**src/rtl/str_frame_gen_if.sv**
```systemverilog
// Byte link between the frame generator and the character classifier.
interface str_frame_gen_if;
    logic [7:0] tx_data;
    logic       tx_valid;
    logic       tx_ready;

    modport master (
        output tx_data,
        output tx_valid,
        input  tx_ready
    );

    modport slave (
        input  tx_data,
        input  tx_valid,
        output tx_ready
    );
endinterface

```
**src/rtl/str_frame_gen.sv**
```systemverilog
// Framed string generator: \0, bracket, math symbol, digits, bracket, \0.
// Optional error injection produces malformed frames for the recognizer.
module str_frame_gen #(
    parameter int unsigned GAP = 0
) (
    input  logic              clk,
    input  logic              rst,
    input  logic              start,
    input  logic [1:0]        par1_sel,
    input  logic [1:0]        par2_sel,
    input  logic [2:0]        op_sel,
    input  logic [11:0]       digits,
    input  logic [1:0]        inject,
    str_frame_gen_if.master   link,
    output logic              busy,
    output logic              done,
    output logic [3:0]        byte_cnt
);

    localparam logic [3:0] S_IDLE = 4'd0;
    localparam logic [3:0] S_SOF  = 4'd1;
    localparam logic [3:0] S_PAR1 = 4'd2;
    localparam logic [3:0] S_OP   = 4'd3;
    localparam logic [3:0] S_DIG  = 4'd4;
    localparam logic [3:0] S_PAR2 = 4'd5;
    localparam logic [3:0] S_EOF  = 4'd6;
    localparam logic [3:0] S_GAPW = 4'd7;
    localparam logic [3:0] S_FIN  = 4'd8;

    // Last value of the gap counter; unused when GAP is zero.
    localparam logic [3:0] GAP_LAST = (GAP == 0) ? 4'd0 : 4'(GAP - 1);

    logic [3:0]  state_q, state_d;
    logic [3:0]  ret_q, ret_d;
    logic [3:0]  gap_q, gap_d;
    logic [1:0]  dig_q, dig_d;
    logic [3:0]  byte_cnt_q;

    logic [1:0]  par1_q, par2_q, inj_q;
    logic [2:0]  op_q;
    logic [11:0] digits_q;

    logic        byte_state;
    logic        accept;
    logic [1:0]  dig_last;
    logic [3:0]  follow;
    logic [3:0]  nib;
    logic [7:0]  data;

    // Decode whether the current state presents a byte on the link.
    always_comb begin
        byte_state = 1'b0;
        case (state_q)
            S_SOF, S_PAR1, S_OP, S_DIG, S_PAR2, S_EOF: byte_state = 1'b1;
            default:                                   byte_state = 1'b0;
        endcase
    end

    assign accept = byte_state & link.tx_ready;

    // Index of the final digit for the latched injection mode.
    always_comb begin
        case (inj_q)
            2'd1:    dig_last = 2'd0;
            2'd2:    dig_last = 2'd2;
            default: dig_last = 2'd1;
        endcase
    end

    // Byte state that follows the current one once its byte is accepted.
    always_comb begin
        follow = S_IDLE;
        case (state_q)
            S_SOF:  follow = S_PAR1;
            S_PAR1: follow = S_OP;
            S_OP:   follow = S_DIG;
            S_DIG: begin
                if (dig_q != dig_last) follow = S_DIG;
                else if (inj_q == 2'd3) follow = S_EOF;
                else follow = S_PAR2;
            end
            S_PAR2: follow = S_EOF;
            S_EOF:  follow = S_FIN;
            default: follow = S_IDLE;
        endcase
    end

    // Select the digit nibble for the current position and map it to ASCII.
    always_comb begin
        case (dig_q)
            2'd0:    nib = digits_q[3:0];
            2'd1:    nib = digits_q[7:4];
            default: nib = digits_q[11:8];
        endcase
    end

    // Byte presented on the link; zero whenever no byte is offered.
    always_comb begin
        data = 8'h00;
        case (state_q)
            S_PAR1, S_PAR2: begin
                case ((state_q == S_PAR1) ? par1_q : par2_q)
                    2'd0:    data = 8'h28;
                    2'd1:    data = 8'h29;
                    2'd2:    data = 8'h5B;
                    default: data = 8'h5D;
                endcase
            end
            S_OP: begin
                case (op_q)
                    3'd0:    data = 8'h2B;
                    3'd1:    data = 8'h2D;
                    3'd2:    data = 8'h2A;
                    3'd3:    data = 8'h2F;
                    3'd4:    data = 8'h5C;
                    3'd5:    data = 8'h3D;
                    3'd6:    data = 8'h3C;
                    default: data = 8'h3E;
                endcase
            end
            S_DIG:   data = (nib > 4'd9) ? 8'h39 : {4'h3, nib};
            default: data = 8'h00;
        endcase
    end

    assign link.tx_data  = data;
    assign link.tx_valid = byte_state;
    assign busy          = (state_q != S_IDLE) && (state_q != S_FIN);
    assign done          = (state_q == S_FIN);
    assign byte_cnt      = byte_cnt_q;

    // Next-state logic: sequence bytes, optionally detouring through the gap wait.
    always_comb begin
        state_d = state_q;
        ret_d   = ret_q;
        gap_d   = gap_q;
        dig_d   = dig_q;
        case (state_q)
            S_IDLE: begin
                if (start) state_d = S_SOF;
            end
            S_GAPW: begin
                if (gap_q == GAP_LAST) state_d = ret_q;
                else gap_d = gap_q + 4'd1;
            end
            S_FIN: state_d = S_IDLE;
            S_SOF, S_PAR1, S_OP, S_DIG, S_PAR2, S_EOF: begin
                if (accept) begin
                    if (state_q == S_OP) dig_d = 2'd0;
                    else if (state_q == S_DIG) dig_d = dig_q + 2'd1;
                    // The last byte goes straight to FIN without a gap.
                    if (GAP == 0 || follow == S_FIN) begin
                        state_d = follow;
                    end else begin
                        state_d = S_GAPW;
                        ret_d   = follow;
                        gap_d   = 4'd0;
                    end
                end
            end
            default: state_d = S_IDLE;
        endcase
    end

    // FSM, gap and digit counters.
    always_ff @(posedge clk or posedge rst) begin
        if (rst) begin
            state_q <= S_IDLE;
            ret_q   <= S_IDLE;
            gap_q   <= 4'd0;
            dig_q   <= 2'd0;
        end else begin
            state_q <= state_d;
            ret_q   <= ret_d;
            gap_q   <= gap_d;
            dig_q   <= dig_d;
        end
    end

    // Frame configuration is captured only when a frame starts.
    always_ff @(posedge clk or posedge rst) begin
        if (rst) begin
            par1_q   <= 2'd0;
            par2_q   <= 2'd0;
            op_q     <= 3'd0;
            digits_q <= 12'd0;
            inj_q    <= 2'd0;
        end else if (state_q == S_IDLE && start) begin
            par1_q   <= par1_sel;
            par2_q   <= par2_sel;
            op_q     <= op_sel;
            digits_q <= digits;
            inj_q    <= inject;
        end
    end

    // Accepted-byte count: cleared on start, saturates at 15, held after the frame.
    always_ff @(posedge clk or posedge rst) begin
        if (rst) begin
            byte_cnt_q <= 4'd0;
        end else if (state_q == S_IDLE && start) begin
            byte_cnt_q <= 4'd0;
        end else if (accept && byte_cnt_q != 4'd15) begin
            byte_cnt_q <= byte_cnt_q + 4'd1;
        end
    end

endmodule

```
**src/flat_wrapper.sv**
```systemverilog
// flat-port wrapper written by rule: the top's interface ports become plain ports
module str_frame_gen_flat 
#(
    parameter int unsigned GAP = 0
)
  (clk, rst, start, par1_sel, par2_sel, op_sel, digits, inject, busy, done, byte_cnt, link_tx_data, link_tx_valid, link_tx_ready);
  str_frame_gen_if link_i ();
  input  logic clk;
  input  logic rst;
  input  logic start;
  input  logic [1:0] par1_sel;
  input  logic [1:0] par2_sel;
  input  logic [2:0] op_sel;
  input  logic [11:0] digits;
  input  logic [1:0] inject;
  output logic busy;
  output logic done;
  output logic [3:0] byte_cnt;
  output wire logic [$bits(link_i.tx_data)-1:0] link_tx_data;
  output wire logic [$bits(link_i.tx_valid)-1:0] link_tx_valid;
  input wire logic [$bits(link_i.tx_ready)-1:0] link_tx_ready;
  assign link_tx_data = link_i.tx_data;
  assign link_tx_valid = link_i.tx_valid;
  assign link_i.tx_ready = link_tx_ready;
  str_frame_gen #(.GAP(GAP)) u_core (.clk(clk), .rst(rst), .start(start), .par1_sel(par1_sel), .par2_sel(par2_sel), .op_sel(op_sel), .digits(digits), .inject(inject), .link(link_i), .busy(busy), .done(done), .byte_cnt(byte_cnt));
endmodule
```
**config.mk**
```make
export PLATFORM = sky130hd
export DESIGN_NAME = str_frame_gen_flat
export DESIGN_NICKNAME = d
export VERILOG_FILES = /design/src/rtl/str_frame_gen_if.sv /design/src/rtl/str_frame_gen.sv /design/src/flat_wrapper.sv
export SDC_FILE = /design/constraint.sdc
export NUM_CORES = 1
export LEC_CHECK = 0
export ABC_AREA = 1
export BUFFER_PORTS_ARGS = -buffer_cell sky130_fd_sc_hd__buf_2
export CELL_PAD_IN_SITES_DETAIL_PLACEMENT = 0
export CELL_PAD_IN_SITES_GLOBAL_PLACEMENT = 2
export CORE_MARGIN = 10
export CORE_UTILIZATION = 30
export DETAILED_ROUTE_END_ITERATION = 6
export GPL_ROUTABILITY_DRIVEN = 0
export GPL_TIMING_DRIVEN = 0
export PLACE_DENSITY = 0.88
export SKIP_CTS_REPAIR_TIMING = 1
export SYNTH_ARGS = -nofsm -noshare
export SYNTH_HDL_FRONTEND = slang
export SYNTH_SLANG_ARGS = --single-unit
```
**constraint.sdc**
```tcl
create_clock -name clk -period 1.9 [get_ports clk]
set_input_delay 0.38 -clock clk [delete_from_list [all_inputs] [get_ports clk]]
set_output_delay 0.38 -clock clk [all_outputs]
set_load 0.05 [all_outputs]
```
==> results.yml <==
route:
  met1_length_mm: 2.500
  wl_mm: 5.560
  drtAntennaViolNets: 0
  via_count: 1965
  wl_per_cell_microns: 13.05
  drtIter0Drc: 68
  wl_met3_microns: 267
  post-route-drc-count: 0
  via_per_inst: 4.613
  top_layer: "met4"
  drt-pass1-iter-count: 6
  wl_met2_mm: 2.723
power:
  pwr-share-seq: 0.243
  combPwrFrac: 0.603
  irDropWorstVdd_v: 0.001021
  p_leak_uw: 0.001504
  p_sw_uw: 2617
  power_frac_clock: 0.154
  power_density_nw_per_um2: 1866
  p_sw_frac: 0.4946
  internal_power_uw: 2674
  p_total_uw: 5291
placement:
  io_buffers: 37
  place_ws_ps: -259.2
  post_dp_cell_area_sq_um: 2369
  post-dp-hpwl_mm: 4.161
layout:
  syn2layout_area_growth_pct: 37.42
  num-fill-cells: 725
  drive_above_1_share: 0.3439
  postLayoutCoreUtil: 0.4196
  final_area_sq_um: 2835
  diodes: 0
  final_nets: 377
timing:
  worstMarginPinSlew_ps: 751.1
  rsz0062_at_grt: "true"
  fin_crit_ps: 2097
  slew_violations: 0
  hold_viol: 0
  setup_viol: 5
  finClkSkew_ps: 5.712
  max_slew_margin: 0.4985
  fin_tns_setup_ps: -711.7
  setup_slack_ps: -197.3
  fmax_mhz: 476.8
  layout_worst_path_cycle_share: 1.104
yosys:
  ys_ff_latch: 35
  syn_area_sq_um: 2063
  synth_top_area_cell: "dfrtp_1"
  synth_ff_type: "dfrtp_1"
  ys_seq_area_frac: 0.4245
  synth_area_per_cell_sq_um: 7.066
  syn_nets: 324
  synth-edff-count: 0
  yosysMostFrequentCell: "nand2_1"
  synth_top_area_frac: 0.4245
  ys_top_cells_by_count: "nand2_1 (102), dfrtp_1 (35), nand3_1 (35)"
  synthTopCellsByArea: "dfrtp_1 (42%), nand2_1 (19%), nand3_1 (8.5%)"
  ys_types: 23
  synthArstFlopShare: 1.000
  synthCells: 292
  yosysWarnings: 0
setup_path:
  crit_type: "flip-flop to output port"
  rr_endpoint: "u_core.digits_q[3]"
  timing.rr.start: "u_core.state_q[2]"
  end_kind: "output port"
  cp_data_arrival_time_ps: 1720
  reg2reg_slack_ps: 310
  cp-start-kind: "flip-flop"
  critical_path_peak_fanout: 4
  cp.required_ps: 1520
  reg2reg_depth: 8
global_routing:
  grt_pass1_vias: 1978
  grt_overflow: 0
  antenna_found_initial: 0
  grt_pass1_wl_mm: 9.114
  grtUsageTotal: 0.1085
  grt_max_degree: 36
cts:
  clockBufferDepth: 2
  h-tree-depth: 2
  ctsRootBufferMaster: "clkbuf_8"
  cts_tree: "built"
  cts_num_sinks: 35
  clock_latency_ps: 290
  clkTransAtPathRegs_ps: 80
  cts_buffers: 5
die:
  die_h_microns: 102.9
  die_w_microns: 102.9
  fp-row-count: 30
  initial_utilization: 0.3054
  coreArea_sq_um: 6756
  dieArea_sq_um: 10590
  num_io_pins: 40
min_path:
  hp-class: "input port to asynchronous set/reset pin"
run:
  drv_cap: 0
status:
  status: "finished, violations left"
  violations: "negative setup slack"
==> stage by stage <==
step / hold slack [ps] / instances
final: 210.7 / 426
after global routing: 293.1 / 426
after CTS: 256.6 / 417
after detailed placement: 459.2 / 409
after global placement: 457.5 / 409
after floorplan: 442.2 / 292
==> kinds of logic after synthesis <==
family,Yosys count,share of synthesized area
fa+ha+maj,7,0.04245
buf+inv,41,0.08490
flops,35,0.4245
xor+xnor,5,0.02123
other cells,1,0.001818
compound gates,22,0.05640
simple gates,181,0.3687
==> how the worst max path moves through the flow <==
stage,startpoint,to,slack [ps],cells past startpoint
after floorplan,u_core.state_q[3],link_tx_data[4],-40,5
after global placement,u_core.dig_q[0],link_tx_data[0],-260,10
after detailed placement,u_core.dig_q[0],link_tx_data[0],-260,10
after CTS,u_core.dig_q[0],link_tx_data[0],-610,10
after global routing,u_core.state_q[3],link_tx_data[1],-300,8
final,u_core.state_q[3],link_tx_data[1],-200,8
==> layer usage <==
| metal | vias up | GRT usage |
|---|---|---|
| li1 | 1020 | - |
| met1 | 908 | 0.1315 |
| met2 | 30 | 0.1804 |
| met3 | 7 | 0.03083 |
| met4 | 0 | 0.03529 |
| met5 | - | 0 |
==> flip-flops by register name, summed over array words and instances (netlist names) <==
signal,count
u_core.byte_cnt,4
u_core.dig_q,2
u_core.digits_q,12
u_core.gap_q,4
u_core.inj_q,2
u_core.op_q,3
u_core.par1_q,2
u_core.par2_q,2
u_core.state_q,4
==> cell usage in the layout, fill, tap and decap left out, types with 2 or more instances in the layout <==
master      n
nor2_4      8
clkbuf_1    2
inv_2       5
buf_2      30
dfrtp_2     5
a21oi_2     2
buf_8       2
clkbuf_8    5
xnor2_1     3
buf_6       7
nand2_4     5
nand2_1    86
nor2_2      9
dfrtp_1    30
inv_1      25
nor2_1     19
bufinv_16   2
nand3_1    32
inv_4       4
a21oi_1    13
xor2_1      2
ha_1        5
buf_4      11
nand3_2     2
o21ai_0     4
ha_4        2
nand4_1     4
nand2_2    13
==> power by group through the flow <==
stage / registers (uW) / clock network (uW) / logic [uW]
floorplan: 1290 / 0 / 1890
global placement: 1240 / 0 / 2550
detailed placement: 1250 / 0 / 2570
CTS: 1230 / 841 / 2580
global route: 1330 / 871 / 3530
finish: 1290 / 816 / 3190
==> cell type report <==
type	instances	area [sq um]	share of cell area
Multi-Input combinational cell	216	1222	0.4312
Buffer	7	47.55	0.01677
Inverter	34	137.6	0.04854
Clock buffer	5	68.82	0.02427
Timing Repair Buffer	46	309.0	0.1090
Clock inverter	3	67.56	0.02383
Tap cell	80	100.1	0.03530
Sequential cell	35	882.1	0.3111
==> critical path: stages, from the launching register on <==
cell and delay, ps:
dfrtp_2 450, inv_4 110, nand2_2 120, nor2_2 150, nor2_1 100, nor2_2 160
nand2_1 70, nand2_1 80, buf_6 160
(Power assumes the default switching activity.)
